==> src/rtl/px_pkg.sv <==
// Shared pixel types, window FSM states and
// the interior-window test for the 3x3 generator.
package px_pkg;

  localparam int PX_DATA_W = 8;

  typedef logic [PX_DATA_W-1:0] pixel_t;

  typedef enum logic [1:0] {
    S_FILL,
    S_RUN,
    S_LAST
  } win_state_t;

  function automatic logic win_ok(
    input int unsigned r,
    input int unsigned c
  );
    return (r >= 2) && (c >= 2);
  endfunction

endpackage

==> src/rtl/window_gen_line_buffer.sv <==
// One-row pixel store: async read, sync write,
// same address, so a read sees the old row.
module line_buffer #(
  parameter int DATA_W = 8,
  parameter int IMG_W  = 64
) (
  input  logic                     clk,
  input  logic                     we,
  input  logic [$clog2(IMG_W)-1:0] addr,
  input  logic [DATA_W-1:0]        wdata,
  output logic [DATA_W-1:0]        rdata
);

  logic [DATA_W-1:0] mem [IMG_W];

  assign rdata = mem[addr];

  always_ff @(posedge clk) begin
    if (we) mem[addr] <= wdata;
  end

endmodule

==> src/rtl/window_gen.sv <==
// Streaming 3x3 sliding-window generator that
// emits only fully interior windows of a frame.
module window_gen
  import px_pkg::*;
#(
  parameter int DATA_W = PX_DATA_W,
  parameter int IMG_W  = 64,
  parameter int IMG_H  = 64
) (
  input  logic              clk,
  input  logic              rst,
  input  logic              en,
  input  logic              in_valid,
  output logic              in_ready,
  input  logic [DATA_W-1:0] in_pixel,
  input  logic              win_ready,
  output logic              win_valid,
  output logic [DATA_W-1:0] win_p1,
  output logic [DATA_W-1:0] win_p2,
  output logic [DATA_W-1:0] win_p3,
  output logic [DATA_W-1:0] win_p4,
  output logic [DATA_W-1:0] win_p5,
  output logic [DATA_W-1:0] win_p6,
  output logic [DATA_W-1:0] win_p7,
  output logic [DATA_W-1:0] win_p8,
  output logic [DATA_W-1:0] win_p9,
  output logic              frame_done
);

  localparam int CW = $clog2(IMG_W);
  localparam int RW = $clog2(IMG_H);

  logic [CW-1:0] col;
  logic [RW-1:0] row;
  logic          c_last;
  logic          r_last;
  logic          px_acc;
  logic          win_acc;
  logic          fd_n;

  win_state_t state;
  win_state_t state_n;

  logic [DATA_W-1:0] lb0_q;
  logic [DATA_W-1:0] lb1_q;

  logic [DATA_W-1:0] sr  [3][3];
  logic [DATA_W-1:0] nxt [3][3];
  logic [DATA_W-1:0] wr  [3][3];

  assign c_last = (col == CW'(IMG_W - 1));
  assign r_last = (row == RW'(IMG_H - 1));

  assign in_ready = en && (!win_valid || win_ready);
  assign px_acc   = in_valid && in_ready;
  assign win_acc  = en && win_valid && win_ready;

  // lb0 holds row r-1, lb1 holds row r-2
  line_buffer #(
    .DATA_W(DATA_W),
    .IMG_W (IMG_W)
  ) lb0 (
    .clk  (clk),
    .we   (px_acc),
    .addr (col),
    .wdata(in_pixel),
    .rdata(lb0_q)
  );

  line_buffer #(
    .DATA_W(DATA_W),
    .IMG_W (IMG_W)
  ) lb1 (
    .clk  (clk),
    .we   (px_acc),
    .addr (col),
    .wdata(lb0_q),
    .rdata(lb1_q)
  );

  always_comb begin
    for (int i = 0; i < 3; i++) begin
      nxt[i][0] = sr[i][1];
      nxt[i][1] = sr[i][2];
    end
    nxt[0][2] = lb1_q;
    nxt[1][2] = lb0_q;
    nxt[2][2] = in_pixel;
  end

  always_comb begin
    state_n = state;
    fd_n    = 1'b0;
    unique case (state)
      S_FILL: begin
        if (px_acc && c_last && row == RW'(1))
          state_n = S_RUN;
      end
      S_RUN: begin
        if (px_acc && c_last && r_last)
          state_n = S_LAST;
      end
      S_LAST: begin
        if (win_acc) begin
          state_n = S_FILL;
          fd_n    = 1'b1;
        end
      end
      default: state_n = S_FILL;
    endcase
  end

  always_ff @(posedge clk) begin
    if (rst) begin
      col        <= '0;
      row        <= '0;
      state      <= S_FILL;
      win_valid  <= 1'b0;
      frame_done <= 1'b0;
      for (int i = 0; i < 3; i++) begin
        for (int j = 0; j < 3; j++) begin
          sr[i][j] <= '0;
          wr[i][j] <= '0;
        end
      end
    end else if (en) begin
      state      <= state_n;
      frame_done <= fd_n;
      if (px_acc) begin
        sr        <= nxt;
        win_valid <= win_ok(32'(row), 32'(col));
        if (win_ok(32'(row), 32'(col)))
          wr <= nxt;
        if (c_last) begin
          col <= '0;
          row <= r_last ? '0 : row + RW'(1);
        end else begin
          col <= col + CW'(1);
        end
      end else if (win_acc) begin
        win_valid <= 1'b0;
      end
    end
  end

  assign win_p1 = wr[0][0];
  assign win_p2 = wr[0][1];
  assign win_p3 = wr[0][2];
  assign win_p4 = wr[1][0];
  assign win_p5 = wr[1][1];
  assign win_p6 = wr[1][2];
  assign win_p7 = wr[2][0];
  assign win_p8 = wr[2][1];
  assign win_p9 = wr[2][2];

endmodule

==> config.mk <==
export PLATFORM = sky130hd
export DESIGN_NAME = window_gen
export DESIGN_NICKNAME = d
export VERILOG_FILES = /design/src/rtl/px_pkg.sv /design/src/rtl/window_gen_line_buffer.sv /design/src/rtl/window_gen.sv
export SDC_FILE = /design/constraint.sdc
export NUM_CORES = 1
export LEC_CHECK = 0
export ABC_CLOCK_PERIOD_IN_PS = 8700
export CAP_MARGIN = 20
export CORE_UTILIZATION = 30
export DETAILED_ROUTE_END_ITERATION = 10
export HOLD_SLACK_MARGIN = 0.12
export PLACE_DENSITY = 0.54
export SLEW_MARGIN = 20
export SYNTH_ARGS = -nofsm -noshare
export SYNTH_HDL_FRONTEND = slang
export SYNTH_HIERARCHICAL = 1
export SYNTH_SLANG_ARGS = --single-unit
==> constraint.sdc <==
create_clock -name clk -period 8.7 [get_ports clk]
set_clock_uncertainty 0.2 [all_clocks]
set_input_delay 1.74 -clock clk [delete_from_list [all_inputs] [get_ports clk]]
set_output_delay 1.74 -clock clk [all_outputs]
set_load 0.01 [all_outputs]
==> metrics.cfg <==
[drt]
routed_wl_mm=130
drtIter0Drc=3172
wire_per_inst_um=25.3
first_pass_iters=7
vias=26800
ant_nets=0
vias_per_cell=5.22
drcViolationCount=0

[clocking]
cts-htree-levels=3
cts_sinks=1160
cts_resized=0
post-cts-setup-buffer-count=0
cts_tree=done
clock_latency_ns=0.73
cts_max_path_buffers=3
cts-root-buf=clkbuf_16
cts_hold_buf=0
clkTransAtPathRegs_ns=0.06
cts_buffers=114

[timing]
hold_viol=0
rsz0062_at_grt=false
fin_tns_setup_ns=0
setup_ws_ns=3.69
finalSetupViolCount=0
tightest_slew_ns=1.04
fmaxAchievable_mhz=200
relSlewSlack_pct=29.7
post-route-min-period_ns=5.01
fin_crit_sh_pct=57.6
slew_violations=0

[cells_and_area]
final_layout_size_suffix_gt1_share_pct=12.0
diodes=0
seqCellArea_um2=33500
multi_input_area_um2=11700
syn_to_final_growth_pct=14.6
fin_util_pct=34.8
final_net_count=3023
fillerInstances=14500

[die]
rows=143
core_area_um2=152000
die_h_um=394
dieArea_um2=156000
die_w_um=394
io_pins=88
start_util_pct=30.3

[setup_path]
start_kind=input port
crit_buf_inv=3
critPathTopFamily=buffers and inverters
worstPathCellList=clkdlybuf4s50_1 > inv_1 > nor2_1 > clkdlybuf4s50_1
crit_path_max_incr_delay_ns=0.57
critPathMaxFanout=5
crit_type=in2out
cpMostUsedCell=clkdlybuf4s50_1
arrival_ns=3.07
cp_slowest_cell=clkdlybuf4s50_1
worstPathRequired_ns=6.76
cp-end-kind=output port

[power_and_ir_drop]
clkPwrFrac_pct=42.5
leakage_nw=16.0
combPwrFrac_pct=5.5
swShare_pct=22.2
internal_power_w=0.00922
max-vdd-ir-drop_mv=0.153
switching_power_w=0.00262
p_per_area_nw_per_um2=223
p_seq_share_pct=52.0

[global_route]
grt.overflow.total=0
grt_max_degree=123
grt.total_usage_pct=16.3
grt_pass1_wl_mm=186
antenna_found_initial=0
grt_pass1_vias=26000

[yosys]
async_flop_share_pct=0
yosys_warnings=6
ys_seq_area_share_pct=72.4
ys_ff_latch=1160
synth-edff-count=1024
syn_inst=2945
synth.avg_cell_area_um2=15.7
syn_nets=2963
netlist_area_um2=46200
synth_cell_types=68
synth_ff_type=edfxtp_1

[hold_path]
hold_path.class=reg2reg

[flow_run]
cap_viol_max_count=0

[place]
place.gp.congestion=0.840
portBuffers=87
pre_cts_ws_ns=3.02
hpwlAfterDp_mm=76.3

[run_status]
status=finished clean

==> power groups by stage <==
stage,clock network [W],registers (W),logic [W]
finish,0.00503,0.00615,0.000656
global route,0.00533,0.00615,0.000692
CTS,0.00513,0.00615,0.000662
detailed placement,0,0.00627,0.000662
global placement,0,0.00627,0.000663
floorplan,0,0.00626,0.000359
==> cell type report <==
type                            count  area share (%)
Sequential cell                  1160            63.2
Multi-Input combinational cell   1568            22.2
Clock buffer                      144            5.86
Clock inverter                     68            1.35
Tap cell                         2030            4.79
Timing Repair Buffer              149            2.54
Inverter                           12          0.0850
==> stage by stage <==
stage / hold slack (ns) / instances / instance area, µm² / total power, W
6_report: 0.256 / 5131 / 53000 / 0.0118
5_1_grt: 0.279 / 5131 / 53000 / 0.0122
4_1_cts: 0.257 / 5131 / 53000 / 0.0119
3_5_place_dp: 0.249 / 4919 / 49200 / 0.00694
3_3_place_gp: 0.245 / 4919 / 49200 / 0.00694
2_1_floorplan: 0.237 / 2945 / 46200 / 0.00662
==> worst reg2reg max path, stage by stage (launching register included) <==
cell,delay [ns]
dfxtp_4,0.70
buf_12,0.44
inv_1,0.41
buf_4,0.35
mux2i_1,0.33
o22a_1,0.19
o311ai_0,0.29
or4_2,1.11
buf_4,0.49
==> layer usage <==
layer | GRT usage [%] | vias to the layer above | wire length, µm
li1 | - | 11600 | -
met1 | 22.8 | 13800 | 55800
met2 | 25.7 | 1189 | 60500
met3 | 2.79 | 213 | 9990
met4 | 4.94 | 0 | 3480
met5 | 0 | - | 0
==> cells by family after synthesis <==
| kind of cell | Yosys count | synth area share, % |
|---|---|---|
| and+or+nand+nor | 742 | 8.34 |
| adders and majority gates | 5 | 0.135 |
| buffers and inverters | 217 | 2.18 |
| DFF | 1160 | 72.4 |
| muxes | 304 | 8.87 |
| xor gates and xnor gates | 4 | 0.0758 |
| AOI/OAI and AO/OA | 513 | 7.96 |
==> cell usage after synthesis, types with 17 or more instances <==
library cell	n	area [µm²]
mux4_2	82	1850
nand3_1	21	105
a21oi_1	111	556
buf_2	71	355
and3_1	19	119
o221ai_1	18	158
a221oi_1	42	368
nand2_1	189	709
edfxtp_1	1024	30700
o22a_1	22	193
and2_1	18	113
nand3b_1	24	180
a221o_1	22	220
a22oi_1	80	601
nor2b_1	17	106
clkbuf_1	103	387
o22ai_1	44	275
o21ai_0	21	105
nand2b_1	194	1210
a31oi_1	31	194
nor2_1	172	646
a22o_1	20	175
mux2i_1	198	1980
dfxtp_1	136	2720
==> final timing paths <==
| path | from | end | slack (ns) | cells past startpoint |
|---|---|---|---|---|
| min reg2reg | nxt[65] | nxt[65] | 0.26 | 2 |
| min | nxt[65] | nxt[65] | 0.26 | 2 |
| max reg2reg | col[1] | lb1/mem[5][1] | 3.89 | 8 |
| max | en | in_ready | 3.69 | 4 |
==> placed cells by master, fill, tap and decap left out, types with 19 or more instances in the layout <==
cell and count:
clkinv_2 21, a31oi_1 31, mux2i_1 198, clkbuf_1 20, o22a_1 22, clkinv_1 21, and3_1 19, a22oi_1 80
clkdlybuf4s50_1 78, nand3b_1 24, edfxtp_1 1024, o22ai_1 44, nor2_1 170, clkbuf_16 119, a22o_1 20, dfxtp_1 133
mux4_2 82, o21ai_0 21, nand2_1 189, a21oi_1 111, buf_4 59, a221oi_1 42, nand2b_1 194, nand3_1 21
a221o_1 22
Note: power is estimated with default switching activity, not from simulation.
